<file path="src/rtl/adc_seq.sv">
// rtl/adc_seq.sv - sequential slice-serial adder/subtractor with NZVC flags
module adc_seq #(
   parameter int WIDTH = 32,
   parameter int SLICE = 8
) (
   input  logic             clk,
   input  logic             rst,
   input  logic             start,
   input  logic             sub,
   input  logic [WIDTH-1:0] A,
   input  logic [WIDTH-1:0] B,
   input  logic             C0,
   output logic             busy,
   output logic             done,
   output logic [WIDTH-1:0] S,
   output logic             Co,
   output logic             V,
   output logic             Z,
   output logic             N
);

   localparam int NSL = WIDTH / SLICE;
   localparam int CW  = (NSL > 1) ? $clog2(NSL) : 1;
   localparam logic [CW-1:0] LAST = CW'(NSL - 1);

   typedef enum logic [1:0] {IDLE, BUSY, DONE} state_t;

   state_t           state;
   logic [WIDTH-1:0] a_r;
   logic [WIDTH-1:0] b_r;
   logic [WIDTH-1:0] part;
   logic [WIDTH-1:0] res;
   logic             carry;
   logic [CW-1:0]    cnt;
   logic [SLICE-1:0] a_sl;
   logic [SLICE-1:0] b_sl;
   logic [SLICE-1:0] sum;
   logic             cout;

   always_comb begin
      a_sl = '0;
      b_sl = '0;
      for (int i = 0; i < NSL; i++) begin
         if (cnt == CW'(i)) begin
            a_sl = a_r[i*SLICE +: SLICE];
            b_sl = b_r[i*SLICE +: SLICE];
         end
      end
      {cout, sum} = {1'b0, a_sl} + {1'b0, b_sl} + {{SLICE{1'b0}}, carry};
      // full result as it will stand once the top slice lands; only used on the last edge
      res = part;
      res[(NSL-1)*SLICE +: SLICE] = sum;
   end

   always_ff @(posedge clk) begin
      if (rst) begin
         state <= IDLE;
         busy  <= 1'b0;
         done  <= 1'b0;
         a_r   <= '0;
         b_r   <= '0;
         part  <= '0;
         carry <= 1'b0;
         cnt   <= '0;
         S     <= '0;
         Co    <= 1'b0;
         V     <= 1'b0;
         Z     <= 1'b0;
         N     <= 1'b0;
      end else begin
         case (state)
            IDLE, DONE: begin
               done <= 1'b0;
               if (start) begin
                  a_r   <= A;
                  b_r   <= sub ? ~B : B;
                  carry <= sub ? ~C0 : C0;
                  cnt   <= '0;
                  part  <= '0;
                  busy  <= 1'b1;
                  state <= BUSY;
               end else begin
                  state <= IDLE;
               end
            end
            BUSY: begin
               for (int i = 0; i < NSL; i++) begin
                  if (cnt == CW'(i)) part[i*SLICE +: SLICE] <= sum;
               end
               carry <= cout;
               if (cnt == LAST) begin
                  S     <= res;
                  Co    <= cout;
                  V     <= (a_r[WIDTH-1] == b_r[WIDTH-1]) && (res[WIDTH-1] != a_r[WIDTH-1]);
                  Z     <= (res == '0);
                  N     <= res[WIDTH-1];
                  busy  <= 1'b0;
                  done  <= 1'b1;
                  state <= DONE;
               end else begin
                  cnt <= cnt + 1'b1;
               end
            end
            default: begin
               busy  <= 1'b0;
               done  <= 1'b0;
               state <= IDLE;
            end
         endcase
      end
   end

endmodule

</file>
<file path="config.mk">
export PLATFORM = sky130hd
export DESIGN_NAME = adc_seq
export DESIGN_NICKNAME = d
export VERILOG_FILES = /design/src/rtl/adc_seq.sv
export SDC_FILE = /design/constraint.sdc
export NUM_CORES = 1
export LEC_CHECK = 0
export BUFFER_PORTS_ARGS = -buffer_cell sky130_fd_sc_hd__buf_2
export CAP_MARGIN = 10
export CORE_MARGIN = 2
export CORE_UTILIZATION = 25
export CTS_CLUSTER_DIAMETER = 30
export CTS_CLUSTER_SIZE = 25
export DETAILED_ROUTE_END_ITERATION = 12
export GPL_TIMING_DRIVEN = 0
export SYNTH_ARGS = -nofsm -noshare
export SYNTH_HDL_FRONTEND = slang
export SYNTH_SLANG_ARGS = --single-unit
export TNS_END_PERCENT = 1
</file>
<file path="constraint.sdc">
create_clock -name clk -period 11.6 [get_ports clk]
set_input_delay 0.58 -clock clk [delete_from_list [all_inputs] [get_ports clk]]
set_output_delay 0.58 -clock clk [all_outputs]
set_load 0.02 [all_outputs]
</file>
# Yosys cells after proc, flatten, opt, wreduce, memory -nomap -nowiden
# Index checks and enable logic that the tools add are counted.
# word_totals
register_bits,131
inputBits,69
output_inout_bits,38
word_cells,75
# classes
addsub,3
n_eq_ne,13
n_mux,26
bitwise_logic,3
n_reduce_logical,15
# op_table
cell,n
$mux W8,11
$pmux W24 S2,1
$logic_not A32 Y1,1
$mux W32,1
$not A32 Y32,1
$mux W24,1
$ne A2 B2 Y1 const B,6
$reduce_and A3 Y1,4
$add A8 B8 Y9,1
$add A9 B1 Y9,1
$pmux W2 S2,2
$reduce_and A2 Y1,4
$eq A2 B2 Y1 const B,3
$mux W2,3
$mux W1,5
$eq A2 B1 Y1 const B,2
$logic_not A2 Y1,2
$pmux W1 S2,2
$reduce_or A2 Y1,2
$add A2 B1 Y2 const B,1
$not A1 Y1,2
$reduce_bool A2 Y1,1
$eq A1 B1 Y1,1
$logic_and A1 B1 Y1,1
$ne A1 B1 Y1,1

# Depth between registers and ports, before layout
# depth
depth_word,9
depth_mapped,17
depth_no_buf,16

# Worst setup path before layout
# Ideal clock, no wire load.
# synth_timing
kind,reg2reg
start,reg cnt[0]
end,reg Z
setup_ns,0.084
t_arrival_ns,3.718
slack_ns,7.797
path_stages_with_launch,16
path_buffers,2
synth_period_minus_slack_ns,3.803
cell_sequence,dfxtp_1 > ha_1 > clkbuf_1 > clkbuf_1 > nor2_1 > a21oi_1 > nor2_1 > a21oi_1 > o21ai_0 > fa_1 > fa_1 > xnor2_1 > nand4_1 > or4_1 > or4_1 > o31ai_2
# synth_between
elab_chain_len,8
word_cells_on_any_way,16
cone_classes,2 x add/sub; 3 x eq/ne; 8 x mux; 3 x reduce/logical
# synth_rtl
item,line_no,rtl
from (decl),34,logic [CW-1:0] cnt;
from (signal assigned),101,cnt <= cnt + 1'b1;
$logic_not A2 Y1,44,if (cnt == CW'(i)) begin
$mux W8 (4 in a row),44,
$add A8 B8 Y9,49,"{cout, sum} = {1'b0, a_sl} + {1'b0, b_sl} + {{SLICE{1'b0}}, carry};"
$add A9 B1 Y9,49,
$logic_not A32 Y1,95,Z <= (res == '0);
to (signal assigned),95,
to (decl),18,"output logic Z,"
# Several ways; a longest one is shown, not always the timed one.
# A chain may end at the register's enable or synchronous reset.

# Final worst setup path
# Same ends and word-level chain as after synthesis.

==> out/qor.csv <==
metric;value;unit
Crit path max-delay family;simple AND/OR/NAND/NOR gates;
total clock sinks;130;
Num CTS Buffers;17;
drt first pass iters;5;
Antenna Nets Post-Route;0;
Worst Slack Setup Final;6.84;ns
Post-synth top flop;dfxtp_1;
clk root buf;clkbuf_16;
row count;55;
switching part of the total;25.8;%
largest net degree at the start of global routing;17;
pre-CTS WS;6.89;ns
Seq/Total Area, Yosys;45.0;%
Final HPWL DP;13.4;mm
Worst Max-Slew Pin Slew;0.733;ns
CTS tree;done;
commonest non-fill, non-tap cell in the layout;nand2_1;
uppermost routed layer;met4;
slew margin rel.;50.8;%
Slew Limit Fails;0;
worst-path fanout max;10;
cells after synthesis;767;
Int Power;0.880;mW
total wire length;17.7;mm
Die X;156;um
EDFF count, synth;0;
final hold violations;0;
Core Region;22700;um2
Async SR Flop Fraction;0;%
routed wl met2;8.18;mm
Fin Setup TNS;0;ns
Synth Cell Area;5790;um2
Clock Path Buffers;2;
Synth Area per Inst;7.55;um2
Slowest-stage cell, CP;xnor2_1;
# hold bufs at CTS;0;
status;finished, final reports clean;
1st-iter DRT viols;345;
hold_sp;A[2];
Max Clk Rate;0.210;GHz
Port Buffers;104;
final worst-path cycle share;41.0;%
Avg WL per Cell;14.9;um
Fin Clk Skew;0.00798;ns
Boundary Pins;107;
vias per cell;4.70;
Yosys top cell area share;45.0;%
RSZ-0062 raised after global routing;false;
maximum vdd drop;0.0000821;V
startpoint types;flip-flop;
DIE HEIGHT;156;um
via count;5584;
syn nets;849;
GRT Total Usage;14.7;%
area leader, netlist;dfxtp_1;
Psw;0.307;mW
grt total ovfl;0;
ranking of synthesized cells by area;dfxtp_1, nand2_1, a21oi_1;
Routability Congestion;0.835;
postcts setup bufs;0;
Final #Nets;972;
Initial Utilization;25.5;%
clk_lat worst skew;0.42;ns
Required @ worst endpoint;11.93;ns
CTS clk-pin slew, worst paths;0.06;ns
WP data arrival;5.09;ns
critical path endpoint category;flip-flop;
hold crit path type;input pin to flip-flop;
first-pass GRT wire length;27.6;mm
library cells used by synthesis;36;
# H-tree levels;4;
clock power share;46.4;%
metal3 WL;831;um
#FFs+latches synth;130;
Ant. Diodes;0;
minimum clock period after layout;4.76;ns
initial antenna violation count;0;
Pleak;2.82;nW
MaxCap Viol Count;0;
Final setup viols;0;
die area;24400;um2
Combinational Power Share;13.1;%
worst-path cell chain;ha_1 > clkbuf_1 > clkbuf_1 > nor2_1 > a21oi_1 > nor2_1 > a21oi_1 > o21ai_0 > fa_1 > fa_1 > xnor2_1 > nand4_1 > or4_1 > or4_1 > o31ai_2;
Crit Reg-Reg Startpoint;cnt[0];
Met1 Wirelength;8.33;mm
yosys warns;0;
CP startpoint;cnt[0];
Pwr Density;163;nW/um2
slowest stage delay, CP;0.56;ns
cts repair resizes;0;
DRC viols;0;
vias in the first global route;5313;
worst path bufs/invs;2;
Crit Path Class;flip-flop to flip-flop;
sequential share of power;40.5;%
most frequent cells in the layout;nand2_1, dfxtp_1, a21oi_1;
Area Growth Syn to Fin;25.7;%
share of cells above drive strength 1;15.3;%
## path summary, 6_finish.rpt
check	endpoint	slack [ns]	depth (start not counted)
min reg2reg	S[12]	0.45	2
max reg2reg	Z	6.84	15
min	a_r[2]	0.40	3
max	Z	6.84	15
## sequential cells by signal, indices dropped and copies added, names as in the netlist
signal,flops
done,1
V,1
carry,1
part,24
cnt,2
S,32
b_r,32
state,2
a_r,32
Z,1
busy,1
Co,1
## area by class of cell
cell class                 instances  area [um2]
inverter                           4        15.0
sequential                       130        2600
timing repair buffer             104         520
clock inverter                     9         129
fill                            2506       15400
multi-input combinational        571        2930
clock buffer                      22         484
tap                              285         357
buffer                            62         240
## cells in the mapped netlist (2+ instances only)
| cell type | n |
|---|---|
| xnor2_1 | 36 |
| nor3_1 | 7 |
| nor2b_1 | 2 |
| nand2_1 | 179 |
| a211oi_1 | 34 |
| o21ai_0 | 21 |
| a21o_1 | 2 |
| dfxtp_1 | 130 |
| ha_1 | 11 |
| nand3_1 | 26 |
| buf_1 | 7 |
| nor4_1 | 6 |
| and2_1 | 4 |
| fa_1 | 2 |
| clkbuf_1 | 53 |
| nand3b_1 | 2 |
| nor2_1 | 93 |
| or4_1 | 3 |
| inv_1 | 4 |
| a31oi_1 | 4 |
| a21oi_1 | 124 |
| nand4_1 | 2 |
| buf_4 | 2 |
## logic make-up after synthesis
group                      after synthesis  synth area share (%)
buffers and inverters                   66                  4.41
DFF                                    130                  45.0
xor gates and xnor gates                37                  5.60
adders and majority gates               13                  3.07
AOI/OAI and AO/OA                      190                  18.4
and+or+nand+nor                        331                  23.6
## power by group through the flow
stage          logic (mW)  registers [mW]  clock network [mW]
3_3_place_gp        0.153           0.490                   0
4_1_cts             0.155           0.481               0.559
6_report            0.155           0.481               0.551
2_1_floorplan       0.101           0.486                   0
3_5_place_dp        0.154           0.490                   0
5_1_grt             0.172           0.483               0.580
## metal layers
layer,GRT usage (%),vias to the layer above
met2,24.0,160
met5,0,-
met1,19.1,2575
li1,-,2823
met4,5.24,0
met3,3.39,26
## through the flow
step	total power [mW]	area, um2	cells	hold slack [ns]	utilization [%]
after global placement	0.643	6670	1156	0.442	29.4
after global routing	1.24	7280	1187	0.392	32.1
final	1.19	7280	1187	0.402	32.1
after CTS	1.19	7280	1187	0.394	32.1
after detailed placement	0.644	6670	1156	0.445	29.4
after floorplan	0.587	5790	767	0.437	-
## worst reg2reg max path, cell delays in order, from the launching register on
cell and delay, ns:
dfxtp_1 0.42, ha_1 0.17, clkbuf_1 0.33, clkbuf_1 0.44
nor2_1 0.10, a21oi_1 0.17, nor2_1 0.07, a21oi_1 0.13
o21ai_0 0.14, fa_1 0.46, fa_1 0.43, xnor2_1 0.56
nand4_1 0.14, or4_1 0.53, or4_1 0.44, o31ai_2 0.18
(Power assumes the default switching activity.)
